**config.mk**
```make
export PLATFORM = sky130hd
export DESIGN_NAME = mlp_sequencer
export DESIGN_NICKNAME = d
export VERILOG_FILES = /design/src/rtl/mlp_pkg.sv /design/src/rtl/mlp_mac.sv /design/src/rtl/mlp_sequencer.sv
export SDC_FILE = /design/constraint.sdc
export NUM_CORES = 1
export LEC_CHECK = 0
export ABC_AREA = 1
export CELL_PAD_IN_SITES_DETAIL_PLACEMENT = 1
export CELL_PAD_IN_SITES_GLOBAL_PLACEMENT = 1
export CORE_ASPECT_RATIO = 0.7
export CORE_MARGIN = 10
export CORE_UTILIZATION = 45
export DETAILED_ROUTE_END_ITERATION = 16
export PLACE_DENSITY_LB_ADDON = 0.1
export SLEW_MARGIN = 20
export SYNTH_ARGS = -nofsm -noshare
export SYNTH_HDL_FRONTEND = slang
export SYNTH_SLANG_ARGS = --single-unit
export TNS_END_PERCENT = 100
```
**constraint.sdc**
```tcl
create_clock -name Clock -period 8.1 [get_ports Clock]
set_clock_uncertainty 0.05 [all_clocks]
set_input_delay 0.81 -clock Clock [delete_from_list [all_inputs] [get_ports Clock]]
set_output_delay 0.81 -clock Clock [all_outputs]
set_load 0.02 [all_outputs]
```
**src/rtl/mlp_pkg.sv**
```systemverilog
// Shared constants and the sequencer state type for the drowsiness-detector
// MLP (10 inputs, 5 hidden neurons, 3 output neurons).
package mlp_pkg;

  localparam int N_IN          = 10;
  localparam int N_HID         = 5;
  localparam int N_OUT         = 3;
  localparam int DW            = 10;
  localparam int ACC_W         = 24;

  localparam int HID_BASE      = 0;
  localparam int OUT_BASE      = 50;
  localparam int N_WEIGHTS     = 65;
  localparam int INFER_LATENCY = 75;

  typedef enum logic [2:0] {
    S_IDLE,
    S_LATCH,
    S_HID_MAC,
    S_HID_ACT,
    S_OUT_MAC,
    S_OUT_ACT,
    S_FINISH
  } state_t;

endpackage

```
**src/rtl/mlp_mac.sv**
```systemverilog
// Signed multiply-accumulate unit shared by every neuron.
// Ports:
//   clk_i, rst_i : clock, synchronous active-high reset
//   clr_i        : clear accumulator (wins over en_i)
//   en_i         : add a_i * b_i to the accumulator
//   a_i          : unsigned operand (zero-extended)
//   b_i          : signed operand
//   acc_o        : signed accumulator
module mlp_mac
  import mlp_pkg::*;
(
  input  logic                    clk_i,
  input  logic                    rst_i,
  input  logic                    clr_i,
  input  logic                    en_i,
  input  logic [DW-1:0]           a_i,
  input  logic signed [DW-1:0]    b_i,
  output logic signed [ACC_W-1:0] acc_o
);

  localparam int PW = 2 * DW + 1;

  logic signed [PW-1:0]    a_ext;
  logic signed [PW-1:0]    b_ext;
  logic signed [PW-1:0]    prod;
  logic signed [ACC_W-1:0] acc_q;

  // Both operands are widened to the product width first so the multiply
  // is a plain signed one with no context-dependent extension.
  assign a_ext = {{(PW - DW){1'b0}}, a_i};
  assign b_ext = {{(PW - DW){b_i[DW-1]}}, b_i};
  assign prod  = a_ext * b_ext;

  always_ff @(posedge clk_i) begin
    if (rst_i || clr_i) begin
      acc_q <= '0;
    end else if (en_i) begin
      acc_q <= acc_q + {{(ACC_W - PW){prod[PW-1]}}, prod};
    end
  end

  assign acc_o = acc_q;

endmodule

```
**src/rtl/mlp_sequencer.sv**
```systemverilog
// MLP controller: owns the 65-entry weight store, loads it over a
// valid/ready port, and schedules one shared MAC across 5 hidden and
// 3 output neurons (one product per cycle, 75-cycle inference).
// Ports:
//   Clock, Rst        : clock, synchronous active-high reset
//   wl_valid/wl_data  : weight-load word (signed), accepted when wl_ready
//   wl_ready          : store not yet full and sequencer idle
//   wl_restart        : in IDLE, discard loaded weights and restart loading
//   weights_valid     : all 65 weights loaded
//   start             : begin one inference (needs weights_valid)
//   inVal             : 10 unsigned features, feature i at [i*10 +: 10]
//   busy              : inference in progress
//   done              : one-cycle pulse in the result-update cycle
//   hidOut            : hidden activations of last inference (bit h)
//   outClass          : output activations of last inference (bit o)
module mlp_sequencer
  import mlp_pkg::*;
(
  input  logic                 Clock,
  input  logic                 Rst,
  input  logic                 wl_valid,
  input  logic [DW-1:0]        wl_data,
  output logic                 wl_ready,
  input  logic                 wl_restart,
  output logic                 weights_valid,
  input  logic                 start,
  input  logic [N_IN*DW-1:0]   inVal,
  output logic                 busy,
  output logic                 done,
  output logic [N_HID-1:0]     hidOut,
  output logic [N_OUT-1:0]     outClass
);

  state_t state_q, state_d;

  logic [DW-1:0]    wmem_q [N_WEIGHTS];
  logic [6:0]       ptr_q;
  logic             wvalid_q;
  logic             accept;
  logic             restart_ok;

  logic [DW-1:0]    inval_q [N_IN];

  logic [2:0]       h_q, h_d;
  logic [3:0]       i_q, i_d;
  logic [1:0]       o_q, o_d;
  logic [N_HID-1:0] shid_q, shid_d;
  logic [N_OUT-1:0] sout_q, sout_d;
  logic [N_HID-1:0] hid_out_q, hid_out_d;
  logic [N_OUT-1:0] cls_q, cls_d;

  logic                    mac_clr;
  logic                    mac_en;
  logic [DW-1:0]           mac_a;
  logic signed [DW-1:0]    mac_b;
  logic signed [ACC_W-1:0] mac_acc;
  logic [6:0]              addr;
  logic                    acc_pos;

  // ---------------- weight loading ----------------
  assign wl_ready   = !wvalid_q && (state_q == S_IDLE);
  assign restart_ok = wl_restart && (state_q == S_IDLE);
  assign accept     = wl_valid && wl_ready && !wl_restart;

  always_ff @(posedge Clock) begin
    if (Rst || restart_ok) begin
      ptr_q    <= '0;
      wvalid_q <= 1'b0;
    end else if (accept) begin
      ptr_q <= ptr_q + 7'd1;
      if (ptr_q == 7'(N_WEIGHTS - 1)) begin
        wvalid_q <= 1'b1;
      end
    end
  end

  always_ff @(posedge Clock) begin
    if (accept && !Rst) begin
      wmem_q[ptr_q] <= wl_data;
    end
  end

  // ---------------- feature capture ----------------
  always_ff @(posedge Clock) begin
    if (state_q == S_LATCH) begin
      for (int unsigned k = 0; k < N_IN; k++) begin
        inval_q[k] <= inVal[k*DW +: DW];
      end
    end
  end

  // ---------------- shared MAC ----------------
  mlp_mac u_mac (
    .clk_i (Clock),
    .rst_i (Rst),
    .clr_i (mac_clr),
    .en_i  (mac_en),
    .a_i   (mac_a),
    .b_i   (mac_b),
    .acc_o (mac_acc)
  );

  // Strictly positive: sign clear and not zero.
  assign acc_pos = !mac_acc[ACC_W-1] && (mac_acc != '0);

  // ---------------- sequencer ----------------
  always_ff @(posedge Clock) begin
    if (Rst) begin
      state_q   <= S_IDLE;
      h_q       <= '0;
      i_q       <= '0;
      o_q       <= '0;
      shid_q    <= '0;
      sout_q    <= '0;
      hid_out_q <= '0;
      cls_q     <= '0;
    end else begin
      state_q   <= state_d;
      h_q       <= h_d;
      i_q       <= i_d;
      o_q       <= o_d;
      shid_q    <= shid_d;
      sout_q    <= sout_d;
      hid_out_q <= hid_out_d;
      cls_q     <= cls_d;
    end
  end

  always_comb begin
    state_d   = state_q;
    h_d       = h_q;
    i_d       = i_q;
    o_d       = o_q;
    shid_d    = shid_q;
    sout_d    = sout_q;
    hid_out_d = hid_out_q;
    cls_d     = cls_q;
    mac_clr   = 1'b0;
    mac_en    = 1'b0;
    mac_a     = '0;
    addr      = '0;

    unique case (state_q)
      S_IDLE: begin
        if (start && wvalid_q && !wl_restart) begin
          state_d = S_LATCH;
        end
      end
      S_LATCH: begin
        mac_clr = 1'b1;
        h_d     = '0;
        i_d     = '0;
        o_d     = '0;
        state_d = S_HID_MAC;
      end
      S_HID_MAC: begin
        mac_en = 1'b1;
        mac_a  = inval_q[i_q];
        addr   = 7'(HID_BASE) + 7'(h_q) * 7'(N_IN) + 7'(i_q);
        if (i_q == 4'(N_IN - 1)) begin
          i_d     = '0;
          state_d = S_HID_ACT;
        end else begin
          i_d = i_q + 4'd1;
        end
      end
      S_HID_ACT: begin
        shid_d[h_q] = acc_pos;
        mac_clr     = 1'b1;
        if (h_q == 3'(N_HID - 1)) begin
          h_d     = '0;
          state_d = S_OUT_MAC;
        end else begin
          h_d     = h_q + 3'd1;
          state_d = S_HID_MAC;
        end
      end
      S_OUT_MAC: begin
        // Hidden activation is 0/1, so multiplying by it gates the weight.
        mac_en = 1'b1;
        mac_a  = {{(DW - 1){1'b0}}, shid_q[h_q]};
        addr   = 7'(OUT_BASE) + 7'(o_q) * 7'(N_HID) + 7'(h_q);
        if (h_q == 3'(N_HID - 1)) begin
          h_d     = '0;
          state_d = S_OUT_ACT;
        end else begin
          h_d = h_q + 3'd1;
        end
      end
      S_OUT_ACT: begin
        sout_d[o_q] = acc_pos;
        mac_clr     = 1'b1;
        if (o_q == 2'(N_OUT - 1)) begin
          o_d     = '0;
          state_d = S_FINISH;
        end else begin
          o_d     = o_q + 2'd1;
          state_d = S_OUT_MAC;
        end
      end
      S_FINISH: begin
        hid_out_d = shid_q;
        cls_d     = sout_q;
        state_d   = S_IDLE;
      end
      default: state_d = S_IDLE;
    endcase
  end

  assign mac_b         = wmem_q[addr];
  assign busy          = (state_q != S_IDLE);
  assign done          = (state_q == S_FINISH);
  assign weights_valid = wvalid_q;
  assign hidOut        = hid_out_q;
  assign outClass      = cls_q;

endmodule

```
==> impl_metrics.json <==
{
  "drive_above_1_share_pct": 22.8,
  "grt_use_total_pct": 26.3,
  "std_cell_rows": 89,
  "clock_tree.buffer_depth": 3,
  "clk_latency_ps": 660,
  "syn_avg_cell_area_um2": 10.9,
  "max-slew-margin-rel_pct": 26.2,
  "die_w_um": 367,
  "status": "complete, but fails checks",
  "fp.dieH_um": 263,
  "hpwl_um": 84300,
  "holdBufCountCts": 0,
  "clockPowerShare_pct": 41.0,
  "buffer_type_at_the_clock_tree_root": "sky130_fd_sc_hd__clkbuf_16",
  "htree_num_levels": 3,
  "grt_pass1_vias": 31031,
  "synthesis.instances": 3474,
  "crit_slowest_cell": "sky130_fd_sc_hd__fa_1",
  "rsz0062_at_grt": "true",
  "dieArea_mm2": 0.0966,
  "clock.fmax_mhz": 115,
  "power_frac_comb_pct": 10.3,
  "sequential_to_total_area_share_from_yosys_stat_pct": 62.7,
  "worst_path_largest_cell_delay_ps": 560,
  "clk_pin_slew_ps": 60,
  "tritoncts_clock_tree": "done",
  "initial_utilization_pct": 45.2,
  "ys_dominant_reg_cell": "sky130_fd_sc_hd__edfxtp_1",
  "final.setup.tns_ps": -4360,
  "numCtsBuffers": 83,
  "synth-edff-count": 750,
  "drt_pre_antenna_iters": 5,
  "detail-route-antenna-nets": 0,
  "timing.critical_path.fanout_max": 14,
  "hold_viol_final": 0,
  "vdd_drop_max_mv": 0.188,
  "synth.ff_latch_count": 814,
  "grt_first_pass_wirelength_um": 195000,
  "floorplan.io_pins": 127,
  "synth_fp_nets": 3761,
  "numPortBuffers": 126,
  "asyncSetResetFlopFracSynth_pct": 0,
  "place.gp.congestion": 0.895,
  "yosys_warnings": 0,
  "setup_viol_count_final": 11,
  "combined_area_of_all_synthesized_cells_mm2": 0.0380,
  "max_slew.worst_pin.slew_ps": 1100,
  "critical_path_required_ps": 8600,
  "leakagePower_nw": 18.4,
  "syn_to_final_growth_pct": 27.5,
  "drt_iter0_markers": 2776,
  "min-delay-path-class": "reg -> reg",
  "worst_setup_path_end_kind": "flop",
  "num_vias": 29536,
  "finalPower_mw": 9.54,
  "post-route-worst-setup-slack_ps": -605,
  "drv_slew": 0,
  "p_switching_mw": 2.31,
  "cp-start-kind": "flop",
  "drc": 0,
  "power.share.switching_pct": 24.2,
  "violations": "negative setup slack",
  "fin_crit_ps": 8710,
  "cp_num_buf_inv": 10,
  "max-cap-violations": 0,
  "seq_power_share_pct": 48.7,
  "p_int_mw": 7.23,
  "post_route_fraction_of_the_period_consumed_by_the_critical_path_pct": 107,
  "tritoncts_num_sinks": 814,
  "design.core.area_mm2": 0.0840,
  "synth_cell_types": 52,
  "wl_per_cell_um": 25.7,
  "globalRoute.totalOverflow": 0,
  "grt_start_max_net_pins": 80,
  "cp_data_arrival_time_ps": 9200,
  "worst_path_most_repeated_cell": "sky130_fd_sc_hd__fa_1",
  "crit_family": "adder cells",
  "number_of_antenna_violations_at_the_first_check_in_global_routing": 4,
  "criticalPathCategory": "reg -> reg",
  "p_per_area_mw_per_mm2": 197,
  "routed_wl_um": 131000,
  "avgViaCountPerCell": 5.77,
  "final_net_count": 4201
}
layout make-up:
type / count / area (um^2)
Fill cell: 8723 / 35600
Sequential cell: 814 / 23800
Multi-Input combinational cell: 2288 / 14500
Timing Repair Buffer: 525 / 5170
Clock buffer: 106 / 2210
Tap cell: 1137 / 1420
Inverter: 202 / 798
Clock inverter: 49 / 484
Antenna cell: 2 / 5.00
power by group through the flow:
stage	clock network, mW	registers (mW)	logic, mW
2_1_floorplan	0	4.73	0.379
3_3_place_gp	0	4.73	0.785
3_5_place_dp	0	4.73	0.814
4_1_cts	3.95	4.64	0.904
5_1_grt	4.13	4.65	1.06
6_report	3.91	4.65	0.980
worst min-delay path, delay by kind of cell (launching register included):
| family | cells | cell delay (ps) |
|---|---|---|
| flip-flops | 1 | 320 |
| AND/OR/NAND/NOR | 2 | 150 |
cells by family (layout without fill, tap and decap cells):
logic type      after synthesis  after routing  synth area share (%)
simple gates               1763           1763                  20.6
other cells                   0              2                     0
compound gates              319            319                  4.75
fa+ha+maj                   172            172                  6.97
buf+inv                     372            882                  4.24
flops                       814            814                  62.7
xor+xnor                     34             34                 0.784
stage by stage:
stage               std cells  util (%)  worst slack (ps)  area (um^2)  hold slack (ps)
floorplan                3474         -              1.36        38000              400
global placement         4911      51.0             -1110        42800              430
detailed placement       4911      51.0             -1370        42800              441
CTS                      5114      56.9              -427        47800              466
global route             5122      57.7              -897        48400              506
finish                   5123      57.7              -605        48400              468
cells in the final DEF (no fill, tap or decap), drive strengths merged, types with 11 or more instances in the layout:
master and n:
dfxtp 64, clkdlybuf4s50 116, nor4 13, nor2 194, a211oi 11, inv 203, o211ai 14, o221ai 11
clkinv 31, clkbuf 107, fa 66, edfxtp 750, xor2 22, nor3 15, nand2 799, ha 106
nand3 718, or2 14, xnor2 12, a21oi 136, o21ai 108, buf 405
registers in the layout, summed over array words and instances, names as in the netlist, named ones only:
name           cells
h_q                3
hidOut             5
i_q                4
inval_q          100
o_q                2
outClass           3
ptr_q              7
shid_q             5
sout_q             3
state_q            3
u_mac.acc_o       24
weights_valid      1
wmem_q           650
path summary, 6_finish.rpt:
kind / from / end / slack (ps) / cells past startpoint
min: shid_q[2] / hidOut[2] / 470 / 2
max reg2reg: h_q[0] / u_mac.acc_o[23] / -610 / 46
max: h_q[0] / u_mac.acc_o[23] / -610 / 46
min reg2reg: shid_q[2] / hidOut[2] / 470 / 2
routing by layer:
layer  wire length [um]  part of all wire [%]  up-vias  track usage (%)
met4               3010                   2.3        2             6.16
met3              11300                   8.6      189             5.69
met1              58100                    44    15058             38.1
met5                 11                0.0084        -                0
li1                   -                     -    13148                -
met2              59000                    45     1139             40.2
synth_stat cells (57+ instances only):
cell type | count | area [um^2]
sky130_fd_sc_hd__nor2_1 | 193 | 724
sky130_fd_sc_hd__fa_1 | 66 | 1320
sky130_fd_sc_hd__ha_1 | 106 | 1330
sky130_fd_sc_hd__nand3_1 | 704 | 3520
sky130_fd_sc_hd__dfxtp_1 | 64 | 1280
sky130_fd_sc_hd__edfxtp_1 | 750 | 22500
sky130_fd_sc_hd__a21oi_1 | 136 | 681
sky130_fd_sc_hd__inv_1 | 190 | 713
sky130_fd_sc_hd__buf_2 | 85 | 425
sky130_fd_sc_hd__o21ai_0 | 106 | 531
sky130_fd_sc_hd__clkbuf_1 | 57 | 214
sky130_fd_sc_hd__nand2_1 | 790 | 2970
timing repair:
item	4_1_cts	5_1_grt
setup endpoints to repair	17	16
gates cloned	13	1
resized for setup	329	101
pin swaps	110	51
setup buffers	38	6
No activity file was read; power rests on OpenSTA's default activity.
